==> src/rtl/sys_seq_pkg.sv <==
// Shared definitions for the system-op sequencer: FSM states, machine-mode
// CSR addresses, trap cause codes and the system-op cause encoding.
// Optional build macro: SYS_SEQ_TVAL_EN (adds the mtval write state).
package sys_seq_pkg;

    localparam logic [11:0] CSR_MEPC   = 12'h341;
    localparam logic [11:0] CSR_MCAUSE = 12'h342;
    localparam logic [11:0] CSR_MTVAL  = 12'h343;
    localparam logic [11:0] CSR_MTVEC  = 12'h305;

    localparam logic [3:0] CAUSE_ILLEGAL    = 4'd2;
    localparam logic [3:0] CAUSE_BREAKPOINT = 4'd3;
    localparam logic [3:0] CAUSE_ECALL_M    = 4'd11;

    // System-op cause codes as produced by the decode-side classifier.
    localparam logic [4:0] SYSOP_NONE   = 5'd0;
    localparam logic [4:0] SYSOP_ECALL  = 5'd1;
    localparam logic [4:0] SYSOP_EBREAK = 5'd2;
    localparam logic [4:0] SYSOP_RET    = 5'd3;
    localparam logic [4:0] SYSOP_CSR_W  = 5'd4;
    localparam logic [4:0] SYSOP_CSR_S  = 5'd5;
    localparam logic [4:0] SYSOP_CSR_C  = 5'd6;

    typedef enum logic [3:0] {
        ST_IDLE,
        ST_CSR_RD,
        ST_CSR_WR,
        ST_TRAP_EPC,
        ST_TRAP_CAUSE,
`ifdef SYS_SEQ_TVAL_EN
        ST_TRAP_TVAL,
`endif
        ST_TRAP_VEC,
        ST_RET_RD,
        ST_DONE
    } state_e;

endpackage

==> src/rtl/sys_op_seq_csr_alu.sv <==
// CSR read-modify-write data path: write data for W/S/C and suppression of
// set/clear writes whose mask is zero.
module sys_csr_alu
    import sys_seq_pkg::*;
#(
    parameter int XLEN = 64
) (
    input  logic [4:0]      op,
    input  logic [XLEN-1:0] old_val,
    input  logic [XLEN-1:0] src,
    output logic [XLEN-1:0] wdata,
    output logic            we
);

    // Select write data and write enable from the CSR op kind.
    always_comb begin
        wdata = '0;
        we    = 1'b0;
        case (op)
            SYSOP_CSR_W: begin
                wdata = src;
                we    = 1'b1;
            end
            SYSOP_CSR_S: begin
                wdata = old_val | src;
                we    = |src;
            end
            SYSOP_CSR_C: begin
                wdata = old_val & ~src;
                we    = |src;
            end
            default: begin
                wdata = '0;
                we    = 1'b0;
            end
        endcase
    end

endmodule

==> src/rtl/sys_op_seq.sv <==
// System-op sequencer: drives the single-ported CSR file through CSR
// read-modify-write, trap entry and mret, stalling the pipeline meanwhile.
// Optional build macro: SYS_SEQ_TVAL_EN (trap entry also writes mtval).
//
// state       | meaning
// ------------+------------------------------------------------------
// IDLE        | waiting for a system op, op_ready=1
// CSR_RD      | read target CSR, rd writeback or illegal-CSR trap
// CSR_WR      | write modified CSR value (skipped for zero S/C mask)
// TRAP_EPC    | write mepc with aligned PC
// TRAP_CAUSE  | write mcause
// TRAP_TVAL   | write mtval (only with SYS_SEQ_TVAL_EN)
// TRAP_VEC    | read mtvec, redirect to handler
// RET_RD      | read mepc, redirect for mret
// DONE        | one stall cycle before returning to IDLE
module sys_op_seq
    import sys_seq_pkg::*;
#(
    parameter int XLEN   = 64,
    parameter int CSR_AW = 12
) (
    input  logic              clk,
    input  logic              rst_n,
    input  logic              op_valid,
    output logic              op_ready,
    input  logic [4:0]        op_cause,
    input  logic [CSR_AW-1:0] op_csr_addr,
    input  logic [XLEN-1:0]   op_src,
    input  logic [XLEN-1:0]   op_pc,
    output logic [CSR_AW-1:0] csr_addr,
    output logic              csr_re,
    input  logic [XLEN-1:0]   csr_rdata,
    input  logic              csr_rerr,
    output logic              csr_we,
    output logic [XLEN-1:0]   csr_wdata,
    output logic              rd_we,
    output logic [XLEN-1:0]   rd_wdata,
    output logic              redir_valid,
    output logic [XLEN-1:0]   redir_pc,
    output logic              busy
);

    localparam logic [XLEN-1:0] ALIGN4 = ~XLEN'(3);
    localparam logic [XLEN-1:0] ALIGN2 = ~XLEN'(1);

    state_e            state_q, state_d;
    logic [4:0]        cause_q, cause_d;
    logic [CSR_AW-1:0] addr_q, addr_d;
    logic [XLEN-1:0]   src_q, src_d;
    logic [XLEN-1:0]   pc_q, pc_d;
    logic [3:0]        tcause_q, tcause_d;
`ifdef SYS_SEQ_TVAL_EN
    logic              tval_csr_q, tval_csr_d;
`endif
    logic              csr_re_q, csr_re_d;
    logic              csr_we_q, csr_we_d;
    logic [CSR_AW-1:0] csr_addr_q, csr_addr_d;
    logic [XLEN-1:0]   csr_wdata_q, csr_wdata_d;

    logic [XLEN-1:0]   alu_wdata;
    logic              alu_we;
    logic              op_take;

    sys_csr_alu #(.XLEN(XLEN)) u_alu (
        .op      (cause_q),
        .old_val (csr_rdata),
        .src     (src_q),
        .wdata   (alu_wdata),
        .we      (alu_we)
    );

    assign op_take = op_valid && (op_cause != SYSOP_NONE);

    // Next-state and next CSR-port values; CSR strobes are set up one cycle
    // ahead so the port is driven straight from flops.
    always_comb begin
        state_d     = state_q;
        cause_d     = cause_q;
        addr_d      = addr_q;
        src_d       = src_q;
        pc_d        = pc_q;
        tcause_d    = tcause_q;
`ifdef SYS_SEQ_TVAL_EN
        tval_csr_d  = tval_csr_q;
`endif
        csr_re_d    = 1'b0;
        csr_we_d    = 1'b0;
        csr_addr_d  = '0;
        csr_wdata_d = '0;
        case (state_q)
            ST_IDLE: begin
                if (op_take) begin
                    cause_d = op_cause;
                    addr_d  = op_csr_addr;
                    src_d   = op_src;
                    pc_d    = op_pc;
`ifdef SYS_SEQ_TVAL_EN
                    tval_csr_d = 1'b0;
`endif
                    case (op_cause)
                        SYSOP_CSR_W, SYSOP_CSR_S, SYSOP_CSR_C: begin
                            state_d    = ST_CSR_RD;
                            csr_re_d   = 1'b1;
                            csr_addr_d = op_csr_addr;
                        end
                        SYSOP_RET: begin
                            state_d    = ST_RET_RD;
                            csr_re_d   = 1'b1;
                            csr_addr_d = CSR_AW'(CSR_MEPC);
                        end
                        default: begin
                            if (op_cause == SYSOP_ECALL)
                                tcause_d = CAUSE_ECALL_M;
                            else if (op_cause == SYSOP_EBREAK)
                                tcause_d = CAUSE_BREAKPOINT;
                            else
                                tcause_d = CAUSE_ILLEGAL;
                            state_d     = ST_TRAP_EPC;
                            csr_we_d    = 1'b1;
                            csr_addr_d  = CSR_AW'(CSR_MEPC);
                            csr_wdata_d = op_pc & ALIGN4;
                        end
                    endcase
                end
            end
            ST_CSR_RD: begin
                if (csr_rerr) begin
                    tcause_d    = CAUSE_ILLEGAL;
`ifdef SYS_SEQ_TVAL_EN
                    tval_csr_d  = 1'b1;
`endif
                    state_d     = ST_TRAP_EPC;
                    csr_we_d    = 1'b1;
                    csr_addr_d  = CSR_AW'(CSR_MEPC);
                    csr_wdata_d = pc_q & ALIGN4;
                end else begin
                    state_d     = ST_CSR_WR;
                    csr_we_d    = alu_we;
                    csr_addr_d  = addr_q;
                    csr_wdata_d = alu_wdata;
                end
            end
            ST_CSR_WR: state_d = ST_DONE;
            ST_TRAP_EPC: begin
                state_d     = ST_TRAP_CAUSE;
                csr_we_d    = 1'b1;
                csr_addr_d  = CSR_AW'(CSR_MCAUSE);
                csr_wdata_d = {{(XLEN-4){1'b0}}, tcause_q};
            end
            ST_TRAP_CAUSE: begin
`ifdef SYS_SEQ_TVAL_EN
                state_d     = ST_TRAP_TVAL;
                csr_we_d    = 1'b1;
                csr_addr_d  = CSR_AW'(CSR_MTVAL);
                csr_wdata_d = tval_csr_q ? {{(XLEN-CSR_AW){1'b0}}, addr_q} : '0;
            end
            ST_TRAP_TVAL: begin
`endif
                state_d    = ST_TRAP_VEC;
                csr_re_d   = 1'b1;
                csr_addr_d = CSR_AW'(CSR_MTVEC);
            end
            ST_TRAP_VEC: state_d = ST_DONE;
            ST_RET_RD:   state_d = ST_DONE;
            ST_DONE:     state_d = ST_IDLE;
            default:     state_d = ST_IDLE;
        endcase
    end

    // Sequencer state and latched op; reset abandons any sequence in flight.
    always_ff @(posedge clk) begin
        if (!rst_n) begin
            state_q     <= ST_IDLE;
            cause_q     <= '0;
            addr_q      <= '0;
            src_q       <= '0;
            pc_q        <= '0;
            tcause_q    <= '0;
`ifdef SYS_SEQ_TVAL_EN
            tval_csr_q  <= 1'b0;
`endif
            csr_re_q    <= 1'b0;
            csr_we_q    <= 1'b0;
            csr_addr_q  <= '0;
            csr_wdata_q <= '0;
        end else begin
            state_q     <= state_d;
            cause_q     <= cause_d;
            addr_q      <= addr_d;
            src_q       <= src_d;
            pc_q        <= pc_d;
            tcause_q    <= tcause_d;
`ifdef SYS_SEQ_TVAL_EN
            tval_csr_q  <= tval_csr_d;
`endif
            csr_re_q    <= csr_re_d;
            csr_we_q    <= csr_we_d;
            csr_addr_q  <= csr_addr_d;
            csr_wdata_q <= csr_wdata_d;
        end
    end

    // Read data returns in the same cycle, so writeback and redirect are
    // qualified by the state that owns the read.
    always_comb begin
        op_ready    = (state_q == ST_IDLE);
        busy        = (state_q != ST_IDLE) || op_take;
        csr_re      = csr_re_q;
        csr_we      = csr_we_q;
        csr_addr    = csr_addr_q;
        csr_wdata   = csr_wdata_q;
        rd_we       = (state_q == ST_CSR_RD) && !csr_rerr;
        rd_wdata    = rd_we ? csr_rdata : '0;
        redir_valid = (state_q == ST_TRAP_VEC) || (state_q == ST_RET_RD);
        redir_pc    = '0;
        if (state_q == ST_TRAP_VEC)
            redir_pc = csr_rdata & ALIGN4;
        else if (state_q == ST_RET_RD)
            redir_pc = csr_rdata & ALIGN2;
    end

endmodule

==> config.mk <==
export PLATFORM = sky130hd
export DESIGN_NAME = sys_op_seq
export DESIGN_NICKNAME = d
export VERILOG_FILES = /design/src/rtl/sys_seq_pkg.sv /design/src/rtl/sys_op_seq_csr_alu.sv /design/src/rtl/sys_op_seq.sv
export SDC_FILE = /design/constraint.sdc
export NUM_CORES = 1
export LEC_CHECK = 0
export CORE_MARGIN = 5
export CORE_UTILIZATION = 46
export CTS_BUF_LIST = sky130_fd_sc_hd__clkbuf_8
export DETAILED_ROUTE_END_ITERATION = 7
export GPL_TIMING_DRIVEN = 0
export PLACE_DENSITY_LB_ADDON = 0.12
export SYNTH_ARGS = -nofsm -noshare
export SYNTH_HDL_FRONTEND = slang
export SYNTH_HIERARCHICAL = 1
export SYNTH_SLANG_ARGS = --single-unit
==> constraint.sdc <==
create_clock -name clk -period 2 [get_ports clk]
set_input_delay 0.3 -clock clk [delete_from_list [all_inputs] [get_ports clk]]
set_output_delay 0.3 -clock clk [all_outputs]
set_load 0.02 [all_outputs]
---- After elaboration in Yosys (flattened, before gate mapping) ----
Index checks and enable logic that the tools add are counted.
word-level totals
  flip-flop bits (word level) ............. 231
  input bits .............................. 213
  output and inout port bits .............. 210
cells by class
  equal/unequal tests ..................... 18
  multiplexer cells ....................... 30
  bitwise logic cells ..................... 3
  reduce and logical (&&, ||, !) cells .... 16
operators with widths
  kind                                                 number
  2-to-1 mux 64 bit                                    6
  one-hot mux 64 bit (3 select lines)                  2
  AND 64 bit                                           1
  inverter 64 bit                                      1
  OR 64 bit                                            1
  OR reduction 64 bit                                  1
  one-hot mux 12 bit (4 select lines)                  1
  2-to-1 mux 12 bit                                    3
  equality test 5 x 3 -> 1 bit, second input constant  6
  2-to-1 mux 4 bit                                     5
  one-hot mux 4 bit (5 select lines)                   1
  equality test 4 x 3 -> 1 bit, second input constant  3
  equality test 5 x 2 -> 1 bit, second input constant  2
  equality test 4 x 2 -> 1 bit, second input constant  2
  one-hot mux 4 bit (2 select lines)                   1
  2-to-1 mux 1 bit                                     7
  one-hot mux 3 bit (2 select lines)                   1
  OR reduction 3 bit                                   2
  equality test 5 x 1 -> 1 bit, second input constant  1
  nonzero test 5 bit                                   1
  equality test 4 x 1 -> 1 bit, second input constant  1
  logical NOT 4 bit                                    1
  != test 2 bit, second input constant                 2
  one-hot mux 1 bit (2 select lines)                   2
  other kinds (11)                                     13

---- Logic depth before layout (Yosys ltp) ----
  depth in word-level cells ............... 6
  mapped depth ............................ 10

---- By module ----
The synthesis kept the hierarchy.
modules (own cells, without submodules)
  module       instances  cells each  area an instance (um^2)  sequential area each (um^2)
  sys_op_seq   1          1113        9634.2                   4544.4
  sys_csr_alu  1          233         1323.8                   0.0

---- Worst setup path before layout ----
Ideal clock, no wire load.
  path kind ............................... reg2out
  from .................................... register state_q[0]
  to ...................................... output port redir_pc[10]
  arrival time ............................ 1.443 ns
  required time ........................... 1.700 ns
  setup slack ............................. 0.257 ns
  cell stages (with the launch flop) ...... 5
  cell sequence ........................... dfxtp_1 > buf_2 > xor2_1 > clkbuf_1 > and3_1
on the way
  word-level cells in the longest chain between the ends .. 3
  elaborated cells on any way between the ends .. 4
RTL lines
  item                          line               source
  start: declaration            sys_op_seq.sv:46   state_e state_q, state_d;
  start signal: assignment      sys_op_seq.sv:187  state_q <= state_d;
  equality test 4 x 3 -> 1 bit  sys_op_seq.sv:218  else if (state_q == ST_RET_RD)
  2-to-1 mux 64 bit             sys_op_seq.sv:218
  2-to-1 mux 64 bit *           sys_op_seq.sv:216  if (state_q == ST_TRAP_VEC)
  end: declaration              sys_op_seq.sv:39   output logic [XLEN-1:0] redir_pc,
Mark *: on every way between the ends. The rest lies on a longest branch, timed or not.

---- Final worst setup path ----
  from .................................... register state_q[2]
  to ...................................... output port redir_pc[18]
Same word-level chain as after synthesis.

==> results.py <==
metrics = {
    "synthesis": {
        "synth_seq_cells": 227,
        "synth_area_um2": 11000,
        "yosys-top-cells-area": "dfxtp_1 (41%), nand2_1 (15%), and3_1 (7.3%)",
        "synth_top_area_share_pct": 41.5,
        "synth_most_common_cell": "nand2_1",
        "synthArstFlopShare_pct": 0,
        "ys_warn_count": 6,
        "synth.avg_cell_area_um2": 8.14,
        "synthTopCellsByCount": "nand2_1 (424), dfxtp_1 (227), and3_1 (127), a21boi_0 (75), a21boi_1 (70)",
        "ys_seq_area_share_pct": 41.5,
        "ys.flop_type": "dfxtp_1",
        "synthCells": 1346,
        "synth_edf_count": 0,
        "synth_fp_nets": 1559,
        "yosysTopAreaCell": "dfxtp_1",
        "yosysUniqueCellTypes": 52,
    },
    "global_route": {
        "grt_max_degree": 20,
        "grt_pass1_wl_um": 68300,
        "grt-ovfl-total": 0,
        "first_global_vias": 12151,
        "grtUsageTotal_pct": 32.5,
        "antenna_found_initial": 5,
    },
    "clock_network": {
        "clock_path_buffers": 3,
        "hold_buffers": 0,
        "cts-root-buf": "clkbuf_8",
        "htreeDepth": 2,
        "worst_skew_pair.late_latency_ns": 0.54,
        "clock_sinks": 227,
        "tritoncts": "built",
        "clk_pin_slew_ns": 0.06,
        "numCtsBuffers": 41,
    },
    "timing": {
        "finalHoldViolCount": 0,
        "slew_viol_final": 0,
        "worstMarginPinSlew_ns": 0.805,
        "setup_viol": 193,
        "slew_headroom_pct": 46.3,
        "rsz0062_at_grt": "true",
        "fin_ws_ns": -0.260,
        "fin_crit_sh_pct": 113,
        "fin_skew_ns": 0.0175,
        "period_minus_slack_ns": 2.26,
        "max_clock_freq_mhz": 443,
    },
    "final_layout": {
        "multi_input_area_um2": 6720,
        "layout-area-overhead-vs-synth_pct": 71.0,
        "layout.nets": 2082,
        "finalNonFillerCells": 2220,
        "fill_cells": 1501,
        "final_layout_size_suffix_gt1_share_pct": 31.1,
        "seq_area_um2": 4550,
    },
    "run": {
        "cap_violations": 0,
    },
    "outcome": {
        "status": "finished with violations",
        "failed_checks": "negative setup slack",
    },
    "setup_path": {
        "crit_buf_inv": 3,
        "reg2reg_depth": 11,
        "timing.rr.end": "csr_wdata[27]",
        "critPathCaptureType": "output port",
        "required_ns": 1.70,
        "arrival_ns": 1.96,
        "crit_chain": "buf_6 -> clkbuf_1 -> and3_4 -> buf_6",
        "critPathMaxStageDelay_ns": 0.40,
        "regToRegStartpoint": "state_q[1]",
        "critPathTopFamily": "buffers and inverters",
        "cp_slowest_cell": "dfxtp_2",
        "startpoint_type": "register",
        "worstPathMaxFanout": 10,
        "crit_type": "register to output port",
        "r2r_slack_ns": -0.12,
        "path_depth": 4,
        "critPathMostFrequentCell": "buf_6",
    },
    "drt": {
        "first_iter_violations": 814,
        "ant_nets": 0,
        "firstDrtPassIters": 5,
        "viasPerCell": 5.65,
        "wl_per_cell_um": 22.3,
        "wirelength_um": 49500,
        "route.detailed.drc": 0,
        "vias": 12536,
    },
    "place": {
        "dp.cells": 2082,
        "dp_hpwl_um": 33000,
        "gp_congestion": 0.888,
        "port_buffers": 416,
        "pre_cts_slack_ns": -1.60,
    },
    "power": {
        "peakVddDrop_uv": 448,
        "power.density_nw_per_um2": 743,
        "p_leak_uw": 0.00719,
    },
    "min_path": {
        "hp-start": "op_cause[3]",
        "worst_hold_path_type": "input pin to register",
        "hold_end": "cause_q[3]",
        "hold_depth": 3,
    },
    "floorplanning": {
        "rows": 56,
        "core_area_um2": 23500,
        "die_y_um": 164,
        "start_util_pct": 46.7,
        "num_io_pins": 423,
        "die_w_um": 164,
        "die_area_um2": 27000,
    },
}
[metrics by stage]
stage | total power (uW) | TNS, ns | utilization [%] | hold WS, ns | instance area (um2)
detailed placement | 8300 | -245.13 | 66.2 | 0.445 | 15500
global placement | 8240 | -286.02 | 66.1 | 0.440 | 15500
CTS | 13100 | -19.96 | 73.0 | 0.0960 | 17100
global route | 14400 | -31.25 | 79.8 | 0.112 | 18700
finish | 13900 | -20.85 | 79.8 | 0.106 | 18700
floorplan | 6690 | 0 | - | 0.417 | 11000
[logic make-up (layout without fill, tap and decap cells)]
| family | after synthesis | count (layout) | share of synthesized area (%) |
|---|---|---|---|
| AND/OR/NAND/NOR | 615 | 615 | 25.6 |
| AO/OA/AOI/OAI | 370 | 370 | 26.4 |
| flip-flops | 227 | 227 | 41.5 |
| buffers and inverters | 127 | 676 | 5.91 |
| XOR/XNOR | 3 | 3 | 0.240 |
| multiplexers | 3 | 3 | 0.274 |
| other | 1 | 7 | 0.0342 |
[area by class of cell]
type / count / share of cell area, %
Clock inverter: 13 / 0.294
Clock buffer: 56 / 4.11
Sequential cell: 227 / 24.3
Multi-Input combinational cell: 992 / 35.8
Antenna cell: 6 / 0.0801
Timing Repair Buffer: 485 / 27.6
Tap cell: 319 / 2.13
Inverter: 1 / 0.0200
Buffer: 121 / 5.64
[worst max path at each step]
stage | startpoint | to
after floorplan | state_q[0] | redir_pc[10]
after global placement | csr_rerr | rd_wdata[54]
after detailed placement | csr_rerr | rd_wdata[54]
after CTS | state_q[0] | redir_pc[18]
after global routing | state_q[2] | redir_pc[18]
final | state_q[2] | redir_pc[18]
[placed cells by master, fill, tap and decap left out, drive strengths merged, types with 62 or more instances in the layout]
master           n
a22oi           63
o21ai           76
clkbuf         109
a21boi         145
buf            268
o2bb2ai         62
dfxtp          227
and3           127
nand2          424
clkdlybuf4s50  281
[metal layers]
| layer | share of wire (%) | wire length [um] | up-vias | global-route usage [%] |
|---|---|---|---|---|
| met3 | 9.4 | 4660 | 165 | 9.44 |
| met4 | 5.5 | 2700 | 0 | 14.3 |
| met1 | 36 | 18100 | 5939 | 36.8 |
| li1 | - | - | 5762 | - |
| met2 | 49 | 24100 | 670 | 56.8 |
| met5 | 0 | 0 | - | 0 |
[report_power, final]
part / total [uW] / switching [uW] / internal (uW)
logic: 4390 / 2280 / 2110
clock network: 4450 / 1990 / 2470
registers: 5080 / 244 / 4830
[worst register-to-register path: cells and delay by family (launching register included)]
kind	cells	cell delay, ns
compound gates	2	0.21
buf+inv	7	0.97
flops	1	0.38
simple gates	2	0.48
[what timing repair did]
action / 4_1_cts / 5_1_grt
gates resized for setup: 890 / 297
setup endpoints to repair: 311 / 317
buffers inserted: 22 / 27
cloned: 9 / 11
hold endpoints to repair: 0 / 0
pin swaps: 7 / 20
[state kept, by name (all words and copies together) (netlist names)]
register / count
csr_wdata: 64
tcause_q: 3
csr_re: 1
addr_q: 12
src_q: 64
csr_we: 1
pc_q: 62
csr_addr: 12
cause_q: 5
state_q: 3
Power figures use the tool's default switching activity.
